===== src/rtl/tri_depth_writer.sv =====
// rtl/tri_depth_writer.sv - bbox scan, z-buffer depth test and frame-buffer write for one triangle
module tri_depth_writer #(
    parameter int               H_RES  = 640,
    parameter int               V_RES  = 480,
    parameter int               ADDR_W = 19,
    parameter logic signed [19:0] Z_FAR = 20'sh7FFFF
) (
    input  logic                     Clk,
    input  logic                     Reset_n,
    input  logic                     start,
    input  logic                     clear_start,
    input  logic [2:0][35:0]         proj_vertex_in,
    output logic [10:0]              x,
    output logic [10:0]              y,
    input  logic signed [19:0]       z_in,
    input  logic [23:0]              color_in,
    output logic [ADDR_W-1:0]        zb_addr,
    output logic                     zb_rd_en,
    input  logic signed [19:0]       zb_rdata,
    output logic                     zb_wr_en,
    output logic [19:0]              zb_wdata,
    output logic [ADDR_W-1:0]        fb_addr,
    output logic                     fb_wr_en,
    output logic [23:0]              fb_wdata,
    input  logic                     fb_ready,
    output logic                     busy,
    output logic                     done,
    output logic [ADDR_W-1:0]        pix_count
);

    typedef enum logic [2:0] {
        S_IDLE, S_CLEAR, S_SETUP, S_RD, S_CMP, S_WR, S_NEXT, S_DONE
    } state_t;

    localparam logic [ADDR_W-1:0] LAST_ADDR = ADDR_W'(H_RES * V_RES - 1);
    localparam logic [10:0] X_LIM = 11'(H_RES);
    localparam logic [10:0] Y_LIM = 11'(V_RES);
    localparam logic [10:0] X_TOP = 11'(H_RES - 1);
    localparam logic [10:0] Y_TOP = 11'(V_RES - 1);

    state_t                   state, state_nxt;
    logic [2:0][9:0]          vx, vy;
    logic [10:0]              xmin, xmax, ymax;
    logic [10:0]              bx_min, bx_max, by_min, by_max;
    logic                     reject;
    logic signed [19:0]       z_lat;
    logic [23:0]              color_lat;
    logic [ADDR_W-1:0]        clr_addr;
    logic [ADDR_W-1:0]        pix_addr;
    logic                     cmp_pass;
    logic                     last_col, last_row;
    logic                     unused_vz;

    assign unused_vz = ^{proj_vertex_in[2][15:0], proj_vertex_in[1][15:0], proj_vertex_in[0][15:0]};

    assign pix_addr = ADDR_W'(y) * ADDR_W'(H_RES) + ADDR_W'(x);
    assign cmp_pass = (z_in != 20'sh80000) && (z_in < zb_rdata);
    assign last_col = (x == xmax);
    assign last_row = (y == ymax);

    // Starting min at the screen edge also clamps a vertex sitting exactly on H_RES/V_RES.
    always_comb begin
        reject = 1'b0;
        bx_min = X_TOP;
        bx_max = '0;
        by_min = Y_TOP;
        by_max = '0;
        for (int i = 0; i < 3; i++) begin
            if (11'(vx[i]) > X_LIM || 11'(vy[i]) > Y_LIM) reject = 1'b1;
            if (11'(vx[i]) < bx_min) bx_min = 11'(vx[i]);
            if (11'(vx[i]) > bx_max) bx_max = 11'(vx[i]);
            if (11'(vy[i]) < by_min) by_min = 11'(vy[i]);
            if (11'(vy[i]) > by_max) by_max = 11'(vy[i]);
        end
        if (bx_max > X_TOP) bx_max = X_TOP;
        if (by_max > Y_TOP) by_max = Y_TOP;
    end

    always_ff @(posedge Clk or negedge Reset_n) begin
        if (!Reset_n) state <= S_IDLE;
        else          state <= state_nxt;
    end

    always_comb begin
        state_nxt = state;
        case (state)
            S_IDLE:  if (clear_start) state_nxt = S_CLEAR;
                     else if (start)  state_nxt = S_SETUP;
            S_CLEAR: if (clr_addr == LAST_ADDR) state_nxt = S_DONE;
            S_SETUP: state_nxt = reject ? S_DONE : S_RD;
            S_RD:    state_nxt = S_CMP;
            S_CMP:   state_nxt = cmp_pass ? S_WR : S_NEXT;
            S_WR:    if (fb_ready) state_nxt = S_NEXT;
            S_NEXT:  state_nxt = (last_col && last_row) ? S_DONE : S_RD;
            S_DONE:  state_nxt = S_IDLE;
            default: state_nxt = S_IDLE;
        endcase
    end

    always_comb begin
        busy     = (state != S_IDLE);
        done     = (state == S_DONE);
        zb_rd_en = (state == S_RD);
        fb_wr_en = (state == S_WR);
        zb_wr_en = (state == S_CLEAR) || ((state == S_WR) && fb_ready);
        zb_addr  = (state == S_CLEAR) ? clr_addr : pix_addr;
        zb_wdata = '0;
        if (state == S_CLEAR)   zb_wdata = Z_FAR;
        else if (state == S_WR) zb_wdata = z_lat;
        fb_addr  = pix_addr;
        fb_wdata = color_lat;
    end

    always_ff @(posedge Clk or negedge Reset_n) begin
        if (!Reset_n) begin
            vx        <= '0;
            vy        <= '0;
            xmin      <= '0;
            xmax      <= '0;
            ymax      <= '0;
            x         <= '0;
            y         <= '0;
            z_lat     <= '0;
            color_lat <= '0;
            clr_addr  <= '0;
            pix_count <= '0;
        end else begin
            case (state)
                S_IDLE: begin
                    clr_addr <= '0;
                    if (start && !clear_start) begin
                        for (int i = 0; i < 3; i++) begin
                            vx[i] <= proj_vertex_in[i][35:26];
                            vy[i] <= proj_vertex_in[i][25:16];
                        end
                        pix_count <= '0;
                    end
                end
                S_CLEAR: clr_addr <= clr_addr + 1'b1;
                S_SETUP: if (!reject) begin
                    xmin <= bx_min;
                    xmax <= bx_max;
                    ymax <= by_max;
                    x    <= bx_min;
                    y    <= by_min;
                end
                S_CMP: begin
                    z_lat     <= z_in;
                    color_lat <= color_in;
                end
                S_WR: if (fb_ready) pix_count <= pix_count + 1'b1;
                S_NEXT: begin
                    // The final pixel leaves x/y untouched so they hold through DONE.
                    if (!last_col) begin
                        x <= x + 1'b1;
                    end else if (!last_row) begin
                        x <= xmin;
                        y <= y + 1'b1;
                    end
                end
                default: ;
            endcase
        end
    end

endmodule


===== config.mk =====
export PLATFORM = sky130hd
export DESIGN_NAME = tri_depth_writer
export DESIGN_NICKNAME = d
export VERILOG_FILES = /design/src/rtl/tri_depth_writer.sv
export SDC_FILE = /design/constraint.sdc
export NUM_CORES = 1
export LEC_CHECK = 0
export CORE_ASPECT_RATIO = 1.2
export CORE_UTILIZATION = 52
export CTS_BUF_LIST = sky130_fd_sc_hd__clkbuf_16
export DETAILED_ROUTE_END_ITERATION = 10
export PLACE_DENSITY = 0.94
export SLEW_MARGIN = 20
export SYNTH_ARGS = -nofsm -noshare
export SYNTH_HDL_FRONTEND = slang
export SYNTH_SLANG_ARGS = --single-unit
export TNS_END_PERCENT = 20

===== constraint.sdc =====
create_clock -name Clk -period 6.3 [get_ports Clk]
set_clock_uncertainty 0.15 [all_clocks]
set_input_delay 1.26 -clock Clk [delete_from_list [all_inputs] [get_ports Clk]]
set_output_delay 1.26 -clock Clk [all_outputs]
set_load 0.01 [all_outputs]

==> metrics.yaml, run 1 <==
outcome:
  status: "finished clean"
synth:
  yosysTopAreaCellShare_pct: 37.26
  synth_top_flop_cell: "dfrtp_1"
  yosys_warnings: 0
  yosysMostFrequentCell: "nand2_1"
  yosysSeqAreaShare_pct: 37.26
  ys_seq_elements: 197
  synth_area_leaders: "dfrtp_1 (37%), ha_1 (11%), nand2_1 (6.9%)"
  synth.cell_area_sq_um: 13230
  ys_async_sr_fraction_pct: 100.0
  synth.distinct_cells: 78
  yosysTopAreaCell: "dfrtp_1"
  synth_edf_count: 0
  syn_area_per_cell_sq_um: 8.756
  syn_nets: 1810
  yosys-top-cells-count: "nand2_1 (243), dfrtp_1 (197), o21ai_0 (138), ha_1 (120), nor2_1 (103)"
  netlist_instances: 1511
place:
  dpl.cell_count: 2032
  port_buffers: 256
  hpwl_um: 28140
  gp_congestion: 0.9422
  postPlaceCellArea_sq_um: 15960
  dpl_worst_slack_ps: 847.4
pwr:
  p_per_area_nw_per_um2: 605.3
  total_power_mw: 10.01
  leakage_nw: 7.608
  irDropWorstVdd_uv: 296.9
timing:
  fin_ws_ps: 677.2
  hold_viol: 0
  worst_pin_slew_ps: 1127
  period_minus_slack_ps: 5623
  period_share_pct: 89.25
  drv_slew: 0
  fin_hold_ws_ps: 341.1
  setup_viol: 0
  setup_tns_ps: 0
  timing.fmax_mhz: 177.8
  slew_headroom_pct: 24.88
  rsz0062_at_grt: "no"
clock_network:
  max-clock-path-buffers: 2
  cts_sinks: 197
  clk_pin_slew_worst_paths_ps: 80
  numCtsBuffers: 17
  cts_root_buf: "clkbuf_16"
  cts_tree: "yes"
  cts_hold_buf: 0
  cts_htree_levels: 4
  post_cts_buffers: 0
  insertion_delay_ps: 450
  cts-resized-gates: 0
critical_path:
  worstSetupEndpointType: "flop"
  crit_fanout: 19
  crit_family: "compound AO/OA/AOI/OAI gates"
  path_buf_inv: 2
  path_class: "flop to flop"
  slowest_delay_ps: 530
  slowest_stage: "a21oi_1"
  required_ps: 6550
  worstPathArrival_ps: 5870
  crit_chain: "inv_1 > a21oi_1 > nor2_1 > ha_1 > a21o_1 > a2111oi_0 > a2bb2oi_1 > a31o_2 > o21ai_0 > ha_1 > a21o_1 > a31oi_1 > o21ai_0 > a41oi_1 > a211oi_2 > buf_4 > a211oi_1 > or2_2"
  critPathLaunchType: "flop"
detailed_routing:
  drtPass1Iterations: 5
  wirelength_um: 37340
  drc_errors: 0
  postRouteAntennaNets: 0
  drt_iter0_markers: 1152
  vias: 12270
  wire_per_inst_um: 18.09
  via_per_inst: 5.946
min_path:
  min_path_type: "flop to flop"
grt:
  first_global_vias: 12150
  grt_overflow: 0
  grt_max_degree: 107
  antenna_found_initial: 0
  grt_usage_pct: 28.92
  grt_first_pass_wirelength_um: 60550
floorplan:
  fp.dieW_um: 147.6
  ios: 305
  die-area_sq_um: 26090
  start_util_pct: 53.28
  row_count: 63
  die_h_um: 176.7
  coreArea_sq_um: 24830
finish:
  seq_area_sq_um: 4930
  final_area_sq_um: 16540
  final_cells: 2064
  drive_gt1_share_pct: 6.038
  diodes: 0
  syn2layout_area_growth_pct: 25.01
  post-route-util_pct: 66.61
  multiInputGateArea_sq_um: 7591
  fillerInstances: 1939
  fin_nets: 2025
flow_run:
  maxCapViolCount: 0
==> cells by family after synthesis <==
family | after synthesis | synth area share (%)
and+or+nand+nor | 517 | 17.84
AOI/OAI and AO/OA | 370 | 17.69
DFF | 197 | 37.26
buffers and inverters | 170 | 5.447
adders and majority gates | 122 | 11.65
muxes | 80 | 6.516
xor gates and xnor gates | 54 | 3.575
other | 1 | 0.02834
==> report_power, final <==
part	leakage [nW]	internal (mW)	total, mW	switching, mW
Sequential	2.48	1.75	2.38	0.625
Clock	0.287	0.590	1.11	0.521
Combinational	4.85	3.07	6.52	3.45
Total	7.61	5.42	10.0	4.59
==> layout make-up <==
| type | instances | share of cell area [%] |
|---|---|---|
| tap | 325 | 2.459 |
| inverter | 96 | 2.179 |
| timing repair buffer | 270 | 16.15 |
| clock buffer | 17 | 2.572 |
| multi-input combinational | 1144 | 45.90 |
| clock inverter | 15 | 0.9380 |
| sequential | 197 | 29.81 |
==> final timing paths <==
path / from / endpoint / slack, ps / cells past startpoint
min reg2reg: xmin[8] / xmin[8] / 340 / 1
max in group asynchronous: Reset_n / pix_count[5] / 4030 / 2
min in group asynchronous: Reset_n / fb_wdata[20] / 680 / 1
min: xmin[8] / xmin[8] / 340 / 1
max: vx[9] / x[8] / 680 / 18
max reg2reg: vx[9] / x[8] / 680 / 18
==> state kept, by name, summed over array words and instances (netlist names) <==
register,count
ymax,10
y,11
clr_addr,19
vy,30
state,3
xmin,10
vx,30
fb_wdata,24
z_lat,20
pix_count,19
xmax,10
x,11
==> per-layer routing <==
layer / global-route usage, % / share of wire, %
met1: 36.64 / 41
met2: 49.23 / 49
met3: 3.686 / 5.9
met4: 13.14 / 4.0
met5: 0 / 0
==> cells in the final DEF, fill, tap and decap left out, types with 15 or more instances in the layout <==
| cell type | count |
|---|---|
| clkdlybuf4s50_1 | 255 |
| nand2_1 | 243 |
| dfrtp_1 | 197 |
| o21ai_0 | 138 |
| ha_1 | 120 |
| nor2_1 | 103 |
| inv_1 | 98 |
| a21oi_1 | 74 |
| mux2_2 | 45 |
| nand3_1 | 38 |
| xor2_1 | 36 |
| mux2i_1 | 34 |
| nand4_1 | 27 |
| a21o_1 | 25 |
| and3_1 | 22 |
| o211ai_1 | 22 |
| xnor2_1 | 18 |
| nor4_1 | 17 |
| clkbuf_16 | 17 |
| nor3_1 | 15 |
Power figures use the tool's default switching activity.
==> inputs of run 2 (changes only) <==
Settings changed: SETUP_SLACK_MARGIN from default to 0.2, TNS_END_PERCENT 20 to default.
==> results of run 2 <==
No change in the layout: final DEF, timing and power equal those of run 1.
